--- config.mk ---
export PLATFORM = sky130hd
export DESIGN_NAME = spi_xfer_scheduler
export DESIGN_NICKNAME = d
export VERILOG_FILES = /design/src/rtl/spi_pkg.sv /design/src/rtl/spi_rr_arbiter.sv /design/src/rtl/spi_xfer_scheduler.sv
export SDC_FILE = /design/constraint.sdc
export NUM_CORES = 1
export LEC_CHECK = 0
export CAP_MARGIN = 20
export CORE_UTILIZATION = 41
export DETAILED_ROUTE_END_ITERATION = 6
export PLACE_DENSITY = 0.84
export SKIP_LAST_GASP = 1
export SLEW_MARGIN = 20
export SYNTH_ARGS = -nofsm -noshare
export SYNTH_HDL_FRONTEND = slang
export SYNTH_SLANG_ARGS = --single-unit
--- constraint.sdc ---
create_clock -name clk -period 2 [get_ports clk]
set_input_delay 0.3 -clock clk [delete_from_list [all_inputs] [get_ports clk]]
set_output_delay 0.3 -clock clk [all_outputs]
set_load 0.01 [all_outputs]
--- src/rtl/spi_pkg.sv ---
// Shared types and constants for the SPI transfer scheduler.
package spi_pkg;

  typedef enum logic [1:0] {
    IDLE  = 2'd0,
    ISSUE = 2'd1,
    WAIT  = 2'd2,
    RESP  = 2'd3
  } state_t;

  localparam logic [1:0] SS_NONE = 2'b11;
  localparam logic       SLV0    = 1'b0;
  localparam logic       SLV1    = 1'b1;

endpackage

--- src/rtl/spi_rr_arbiter.sv ---
// Combinational round-robin pick: searches req_valid starting at ptr+1 with wrap,
// returns a one-hot grant, its binary index and an any-valid flag.
module spi_rr_arbiter #(
  parameter int N_REQ = 2,
  parameter int IDX_W = 1
) (
  input  logic [N_REQ-1:0] req_valid,
  input  logic [IDX_W-1:0] ptr,
  output logic [N_REQ-1:0] grant,
  output logic [IDX_W-1:0] idx,
  output logic             any
);

  int cand;

  always_comb begin
    grant = '0;
    idx   = '0;
    any   = 1'b0;
    cand  = 0;
    for (int off = 1; off <= N_REQ; off++) begin
      cand = int'(ptr) + off;
      if (cand >= N_REQ) cand = cand - N_REQ;
      if (!any && req_valid[IDX_W'(cand)]) begin
        any                 = 1'b1;
        grant[IDX_W'(cand)] = 1'b1;
        idx                 = IDX_W'(cand);
      end
    end
  end

endmodule

--- src/rtl/spi_xfer_scheduler.sv ---
// Round-robin scheduler sharing one dual-slave SPI master among N_REQ requesters.
// Optional WAIT timeout enabled by defining SPI_SCHED_TIMEOUT_EN.
module spi_xfer_scheduler
  import spi_pkg::*;
#(
  parameter int N_REQ       = 2,
  parameter int DATA_W      = 8,
  parameter int TIMEOUT_CYC = 255
) (
  input  logic                    clk,
  input  logic                    rst_n,
  input  logic [N_REQ-1:0]        req_valid,
  output logic [N_REQ-1:0]        req_ready,
  input  logic [N_REQ-1:0]        req_slave,
  input  logic [N_REQ*DATA_W-1:0] req_data,
  output logic [N_REQ-1:0]        rsp_valid,
  output logic [DATA_W-1:0]       rsp_data,
  output logic                    rsp_err,
  output logic                    spi_start,
  output logic [1:0]              spi_ss_n,
  output logic [DATA_W-1:0]       spi_tx,
  input  logic                    spi_done,
  input  logic [DATA_W-1:0]       spi_rx
);

  localparam int IDX_W = (N_REQ > 1) ? $clog2(N_REQ) : 1;

  // Handshake: a request transfers on any cycle where req_valid[i] and req_ready[i]
  // are both high; req_ready is a one-hot single-cycle pulse raised only in IDLE.
  state_t             state_q, state_d;
  logic [IDX_W-1:0]   ptr_q, ptr_d;
  logic [IDX_W-1:0]   idx_q, idx_d;
  logic               slave_q, slave_d;
  logic [DATA_W-1:0]  tx_q, tx_d;
  logic [DATA_W-1:0]  rx_q, rx_d;

  logic [N_REQ-1:0]   arb_grant;
  logic [IDX_W-1:0]   arb_idx;
  logic               arb_any;
  logic               sel_slave;
  logic [DATA_W-1:0]  sel_data;

`ifdef SPI_SCHED_TIMEOUT_EN
  localparam int              CNT_W   = $clog2(TIMEOUT_CYC + 1);
  localparam logic [CNT_W-1:0] CNT_MAX = CNT_W'(TIMEOUT_CYC);
  logic [CNT_W-1:0] cnt_q, cnt_d;
  logic             err_q, err_d;
`else
  logic [31:0] unused_timeout;
  assign unused_timeout = 32'(TIMEOUT_CYC);
`endif

  spi_rr_arbiter #(
    .N_REQ (N_REQ),
    .IDX_W (IDX_W)
  ) u_arb (
    .req_valid (req_valid),
    .ptr       (ptr_q),
    .grant     (arb_grant),
    .idx       (arb_idx),
    .any       (arb_any)
  );

  always_comb begin
    sel_slave = 1'b0;
    sel_data  = '0;
    for (int i = 0; i < N_REQ; i++) begin
      if (arb_idx == IDX_W'(i)) begin
        sel_slave = req_slave[i];
        sel_data  = req_data[i*DATA_W +: DATA_W];
      end
    end
  end

  always_comb begin
    state_d = state_q;
    ptr_d   = ptr_q;
    idx_d   = idx_q;
    slave_d = slave_q;
    tx_d    = tx_q;
    rx_d    = rx_q;
`ifdef SPI_SCHED_TIMEOUT_EN
    cnt_d   = cnt_q;
    err_d   = err_q;
`endif
    case (state_q)
      IDLE: begin
        if (arb_any) begin
          idx_d   = arb_idx;
          slave_d = sel_slave;
          tx_d    = sel_data;
          state_d = ISSUE;
        end
      end
      ISSUE: begin
        state_d = WAIT;
`ifdef SPI_SCHED_TIMEOUT_EN
        cnt_d   = '0;
`endif
      end
      WAIT: begin
        // spi_done takes priority over a coincident timeout.
        if (spi_done) begin
          rx_d    = spi_rx;
          state_d = RESP;
`ifdef SPI_SCHED_TIMEOUT_EN
          err_d   = 1'b0;
`endif
        end
`ifdef SPI_SCHED_TIMEOUT_EN
        else if (cnt_q == CNT_MAX) begin
          rx_d    = '0;
          err_d   = 1'b1;
          state_d = RESP;
        end else begin
          cnt_d = cnt_q + 1'b1;
        end
`endif
      end
      RESP: begin
        ptr_d   = idx_q;
        state_d = IDLE;
      end
      default: state_d = IDLE;
    endcase
  end

  always_ff @(posedge clk or negedge rst_n) begin
    if (!rst_n) begin
      state_q <= IDLE;
      ptr_q   <= IDX_W'(N_REQ - 1);
      idx_q   <= '0;
      slave_q <= SLV0;
      tx_q    <= '0;
      rx_q    <= '0;
    end else begin
      state_q <= state_d;
      ptr_q   <= ptr_d;
      idx_q   <= idx_d;
      slave_q <= slave_d;
      tx_q    <= tx_d;
      rx_q    <= rx_d;
    end
  end

`ifdef SPI_SCHED_TIMEOUT_EN
  always_ff @(posedge clk or negedge rst_n) begin
    if (!rst_n) begin
      cnt_q <= '0;
      err_q <= 1'b0;
    end else begin
      cnt_q <= cnt_d;
      err_q <= err_d;
    end
  end
  assign rsp_err = err_q;
`else
  assign rsp_err = 1'b0;
`endif

  // Outputs decode from registered state so reset clears them without waiting for a clock.
  always_comb begin
    spi_ss_n = SS_NONE;
    if (state_q == ISSUE || state_q == WAIT) spi_ss_n[slave_q] = 1'b0;
  end

  always_comb begin
    for (int i = 0; i < N_REQ; i++) begin
      rsp_valid[i] = (state_q == RESP) && (idx_q == IDX_W'(i));
    end
  end

  assign req_ready = (state_q == IDLE) ? arb_grant : '0;
  assign spi_start = (state_q == ISSUE);
  assign spi_tx    = tx_q;
  assign rsp_data  = rx_q;

endmodule

# Yosys cells after proc, flatten, opt, wreduce, memory -nomap -nowiden
# Cells that the tools add are included.
# Widths: inputs -> output; s select.
op_classes:
  n_addsub: 4
  magnitude_cmp: 8
  n_eq_ne: 5
  n_mux: 25
  bitwise: 3
  reduce_logical: 12
ops:
  columns: ["cell", "n"]
  rows:
  - ["$mux 1", 14]
  - ["$mux 2", 6]
  - ["$mux 8", 1]
  - ["$pmux 2 s4", 1]
  - ["$logic_and 1x1->1", 6]
  - ["$lt 1x3->1 const B", 2]
  - ["$reduce_and 2->1", 3]
  - ["$eq 2x2->1 const B", 2]
  - ["$ne 2x2->1 const B", 2]
  - ["$add 1x2->3 const B", 1]
  - ["$demux 1 s1", 3]
  - ["$ge 1x1->1 const B", 3]
  - ["$ge 3x2->1 const B", 1]
  - ["$add 1x1->2 const B", 1]
  - ["$eq 2x1->1 const B", 1]
  - ["$ge 2x2->1 const B", 1]
  - ["$logic_not 2->1", 1]
  - ["$lt 1x2->1 const B", 1]
  - ["$not 2->2", 1]
  - ["$or 2x2->2", 1]
  - ["$sub 1x1->1 const B", 2]
  - ["$logic_not 1->1", 1]
  - ["$logic_or 1x1->1", 1]
  - ["$not 1->1", 1]
totals:
  register_bits: 21
  elab_cells: 63

# Longest topological paths before layout
logic_depth:
  word_depth: 12
  mapped_depth: 6

# Modules after synthesis
# From an unflattened synthesis, not the netlist that was laid out.
hier_totals:
  hier_cells: 88
  area_unflattened_um2: 1051.0
modules_own_cells:
  columns: ["mod", "instances", "cells_per_inst", "area_each_um2", "seq_area_each_um2"]
  rows:
  - ["spi_xfer_scheduler", 1, 83, 1016.0, 526.8]
  - ["spi_rr_arbiter", 1, 5, 35.0, 0.0]

# Least setup slack after synthesis
# No wires, ideal clock.
synth_timing:
  path_kind: "register to register"
  startpoint: "register state_q[0]"
  endpoint: "register state_q[1]"
  arrival_time_ns: 1.205
  required_time_ns: 1.875
  setup_slack_ns: 0.670
  path_stages_with_launch: 6
  path_buffers: 0
  path_cell_list: "dfrtp_1 -> inv_1 -> ha_1 -> nor2b_4 -> a21oi_2 -> mux2_4"
synth_via:
  elab_chain_len: 3
  elab_cells_between_ends: 8
synth_rtl:
  columns: ["item", "line", "text"]
  rows:
  - ["start: declaration", "spi_xfer_scheduler.sv:30", "state_t state_q, state_d;"]
  - ["start signal: assignment", "spi_xfer_scheduler.sv:137", "state_q <= state_d;"]
  - ["$eq 2x2->1 or $logic_not 2->1 (tied branches)", "spi_xfer_scheduler.sv:86", "case (state_q)"]
  - ["$ne 2x2->1 (no line)", null, null]
  - ["$reduce_and 2->1 (no line)", null, null]
# Several ways; a longest one is shown, not always the timed one.
# A chain may end at the register's enable or synchronous reset.

# Final worst setup path
layout_timing:
  startpoint: "register state_q[1]"
  endpoint: "output port spi_start"
layout_via:
  elab_chain_len: 1
layout_rtl:
  columns: ["item", "line", "text"]
  rows:
  - ["$eq 2x1->1", "spi_xfer_scheduler.sv:174", "assign spi_start = (state_q == ISSUE);"]
  - ["end: declaration", "spi_xfer_scheduler.sv:19", "output logic spi_start,"]
# Every way passes these cells.

==> metrics.log <==
INFO  metric routed-wl-met3 = 132 um
INFO  metric syn_inst = 84
INFO  metric critical_path_required = 1.70 ns
INFO  metric start_util = 44.4%
INFO  metric setup.reg_to_reg.worst_slack = 0.51 ns
INFO  metric layout-drive-gt1-share = 16.4%
INFO  metric worstSetupEndpoint = spi_start
INFO  metric p_leak = 0.753 nW
INFO  metric vias = 799
INFO  metric dieWidth = 51.7 um
INFO  metric slew_headroom = 61.3%
INFO  metric tns = 0 ns
INFO  metric synthesis.yosys.warnings = 0
INFO  metric routed_wire_length_per_instance = 13.9 um
INFO  metric detail-route-antenna-nets = 0
INFO  metric setup_ws = 0.197 ns
INFO  metric dp_hpwl = 1860 um
INFO  metric placement.setup.worst_slack = 0.236 ns
INFO  metric crit_type = register to output port
INFO  metric setup_viol = 0
INFO  metric grt_first_pass_wirelength = 3880 um
INFO  metric tightestPinTransition = 0.578 ns
INFO  metric cts_hold_buffers = 0
INFO  metric critical_path.reg2reg.startpoint = state_q[1]
INFO  metric met2WireLength = 1320 um
INFO  metric largest_voltage_drop_on_the_vdd_net = 1030 uV
INFO  metric layout-area-overhead-vs-synth = 57.4%
INFO  metric globalplace.congestion = 0.702
INFO  metric cts_max_path_buffers = 2
INFO  metric wl_met1 = 871 um
INFO  metric synthDominantAreaCellType = dfrtp_1
INFO  metric post-layout-total-power = 2.24 mW
INFO  metric globalRouteTotalUtil = 20.5%
INFO  metric syn-cell-area = 1010 sq um
INFO  metric drt-initial-drc-count = 6
INFO  metric worstPathArrival = 1.50 ns
INFO  metric routed_via_count_divided_by_cell_count = 4.76
INFO  metric highest-signal-layer = met4
INFO  metric placementRows = 17
INFO  metric tritoncts_clock_tree = yes
INFO  metric largest_fanout_on_the_critical_path = 3
INFO  metric leading_cell_type_in_the_layout_fill_and_taps_excluded = clkdlybuf4s50_1
INFO  metric grt_pass1_vias = 885
INFO  metric rsz0062_at_grt = false
INFO  metric num_cts_buffers = 3
INFO  metric startpoint = state_q[1]
INFO  metric mean_cell_area_of_the_mapped_netlist = 12.0 sq um
INFO  metric fin_crit_sh = 90.2%
INFO  metric floorplan.core_area = 2280 sq um
INFO  metric finalHoldViolCount = 0
INFO  metric fmaxAchievable = 555 MHz
INFO  metric worstSetupStartpointType = register
INFO  metric worst_setup_hold_path_clk_slew = 0.11 ns
INFO  metric num-nets-final = 177
INFO  metric netlist_top_cells_area = dfrtp_1 50%, mux2_2 10%, mux2i_1 8.9%
INFO  metric drt_pre_antenna_iters = 4
INFO  metric cts_max_level = 1
INFO  metric layout_common_cells = 46 x clkdlybuf4s50_1, 20 x dfrtp_1, 12 x nand2_1
INFO  metric wl = 2340 um
INFO  metric number_of_antenna_violations_at_the_first_check_in_global_routing = 0
INFO  metric slowest_cell_delay_on_critical_path = 0.52 ns
INFO  metric finalHoldWorstSlack = 0.322 ns
INFO  metric dieArea = 2670 sq um
INFO  metric hp-class = input pin to asynchronous set/reset pin
INFO  metric floorplan.die.height = 51.7 um
INFO  metric numPortBuffers = 51
INFO  metric clock_insertion_delay_worst_skew = 0.30 ns
INFO  metric setup.worst_path.end_class = output port
INFO  metric route.detailed.drc = 0
INFO  metric min_tclk_post_route = 1.80 ns
INFO  metric boundaryPins = 55
INFO  metric yosysSeqAreaShare = 52.1%
INFO  metric synth.distinct_cells = 22
INFO  metric power.density_cell_area = 1410 nW/um^2
INFO  metric timing.critical_path.cells = inv_1, ha_1, clkdlybuf4s50_1
INFO  metric clock-sinks = 21
INFO  metric synth_seq_cells = 21
INFO  metric outcome = finished clean
INFO  metric final.fill_count = 179
INFO  metric max-cap-violations = 0
INFO  metric grt_max_degree = 22
INFO  metric post-synth-top-area-fraction = 49.5%
INFO  metric n_antenna_cell = 0
INFO  metric finalMaxSlewViolations = 0
INFO  metric count_of_cells_along_the_worst_register_to_register_path = 5
INFO  metric ctsRootBufferMaster = clkbuf_4
INFO  metric worstReg2RegEnd = spi_tx[6]
INFO  metric skew = 0.00540 ns
INFO  metric cp_slowest_cell = clkdlybuf4s50_1
INFO  metric gr-total-overflow = 0
-- stage by stage --
step	util [%]	instances	instance area (sq um)
finish	69.9	168	1590
global route	69.9	168	1590
CTS	69.7	168	1590
detailed placement	67.9	162	1550
global placement	67.9	162	1550
floorplan	-	85	1010
-- worst min-delay path by stage --
stage                    from          end  slack, ns  cells past startpoint
floorplan               rst_n        idx_q      0.004                      0
global placement    spi_tx[7]    spi_tx[7]       0.47                      2
detailed placement  spi_tx[5]    spi_tx[5]       0.48                      2
CTS                     rst_n  rsp_data[5]       0.32                      2
global route            rst_n    spi_tx[7]       0.33                      2
finish                  rst_n    spi_tx[3]       0.32                      2
-- cell usage after synthesis --
cell	count
nand2_1	12
nand2b_1	1
buf_6	1
a21oi_2	1
conb_1	1
buf_2	2
nand2_4	1
inv_1	3
mux2i_1	9
mux2_4	1
and2_1	1
o21ai_0	3
o21ai_1	7
o32a_1	1
nor2b_1	1
buf_4	2
dfstp_2	1
mux2_2	9
dfrtp_1	20
and3_1	1
nor2b_4	1
ha_1	5
-- registers in the layout (all words and copies together) (netlist names) --
name	cells
state_q	2
ptr_q	1
idx_q	1
slave_q	1
spi_tx	8
rsp_data	8
-- worst max-delay path, delay by kind of cell, from the launching register on --
family	cells	cell delay, ns
fa+ha+maj	1	0.15
buf+inv	2	0.63
flops	1	0.42
-- logic make-up after synthesis --
| group | synth area share, % |
|---|---|
| other | 0.371 |
| muxes | 20.4 |
| AOI/OAI and AO/OA | 6.81 |
| buffers and inverters | 4.70 |
| and+or+nand+nor | 9.41 |
| adders and majority gates | 6.19 |
| DFF | 52.1 |
-- per-layer routing --
layer | vias to the layer above | global-route usage [%]
met2 | 26 | 39.0
met1 | 379 | 20.6
met3 | 2 | 7.89
li1 | 392 | -
met4 | 0 | 5.41
met5 | - | 0
-- layout make-up --
| class | count | area, sq um | area share (%) |
|---|---|---|---|
| Tap cell | 28 | 35.0 | 2.20 |
| Inverter | 3 | 11.3 | 0.708 |
| Multi-Input combinational cell | 56 | 443 | 27.8 |
| Sequential cell | 21 | 527 | 33.1 |
| Timing Repair Buffer | 56 | 549 | 34.5 |
| Clock buffer | 4 | 26.3 | 1.65 |
-- power breakdown --
part | internal (mW) | switching, mW | total, mW
registers | 0.644 | 0.120 | 0.763
clock network | 0.0778 | 0.125 | 0.203
logic | 0.736 | 0.540 | 1.28
-- what timing repair did --
item	4_1_cts	5_1_grt
gates resized for setup	4	2
setup endpoints to repair	3	2
pin swaps	0	0
hold endpoints to repair	0	0
setup buffers	2	0
(Power assumes the default switching activity.)
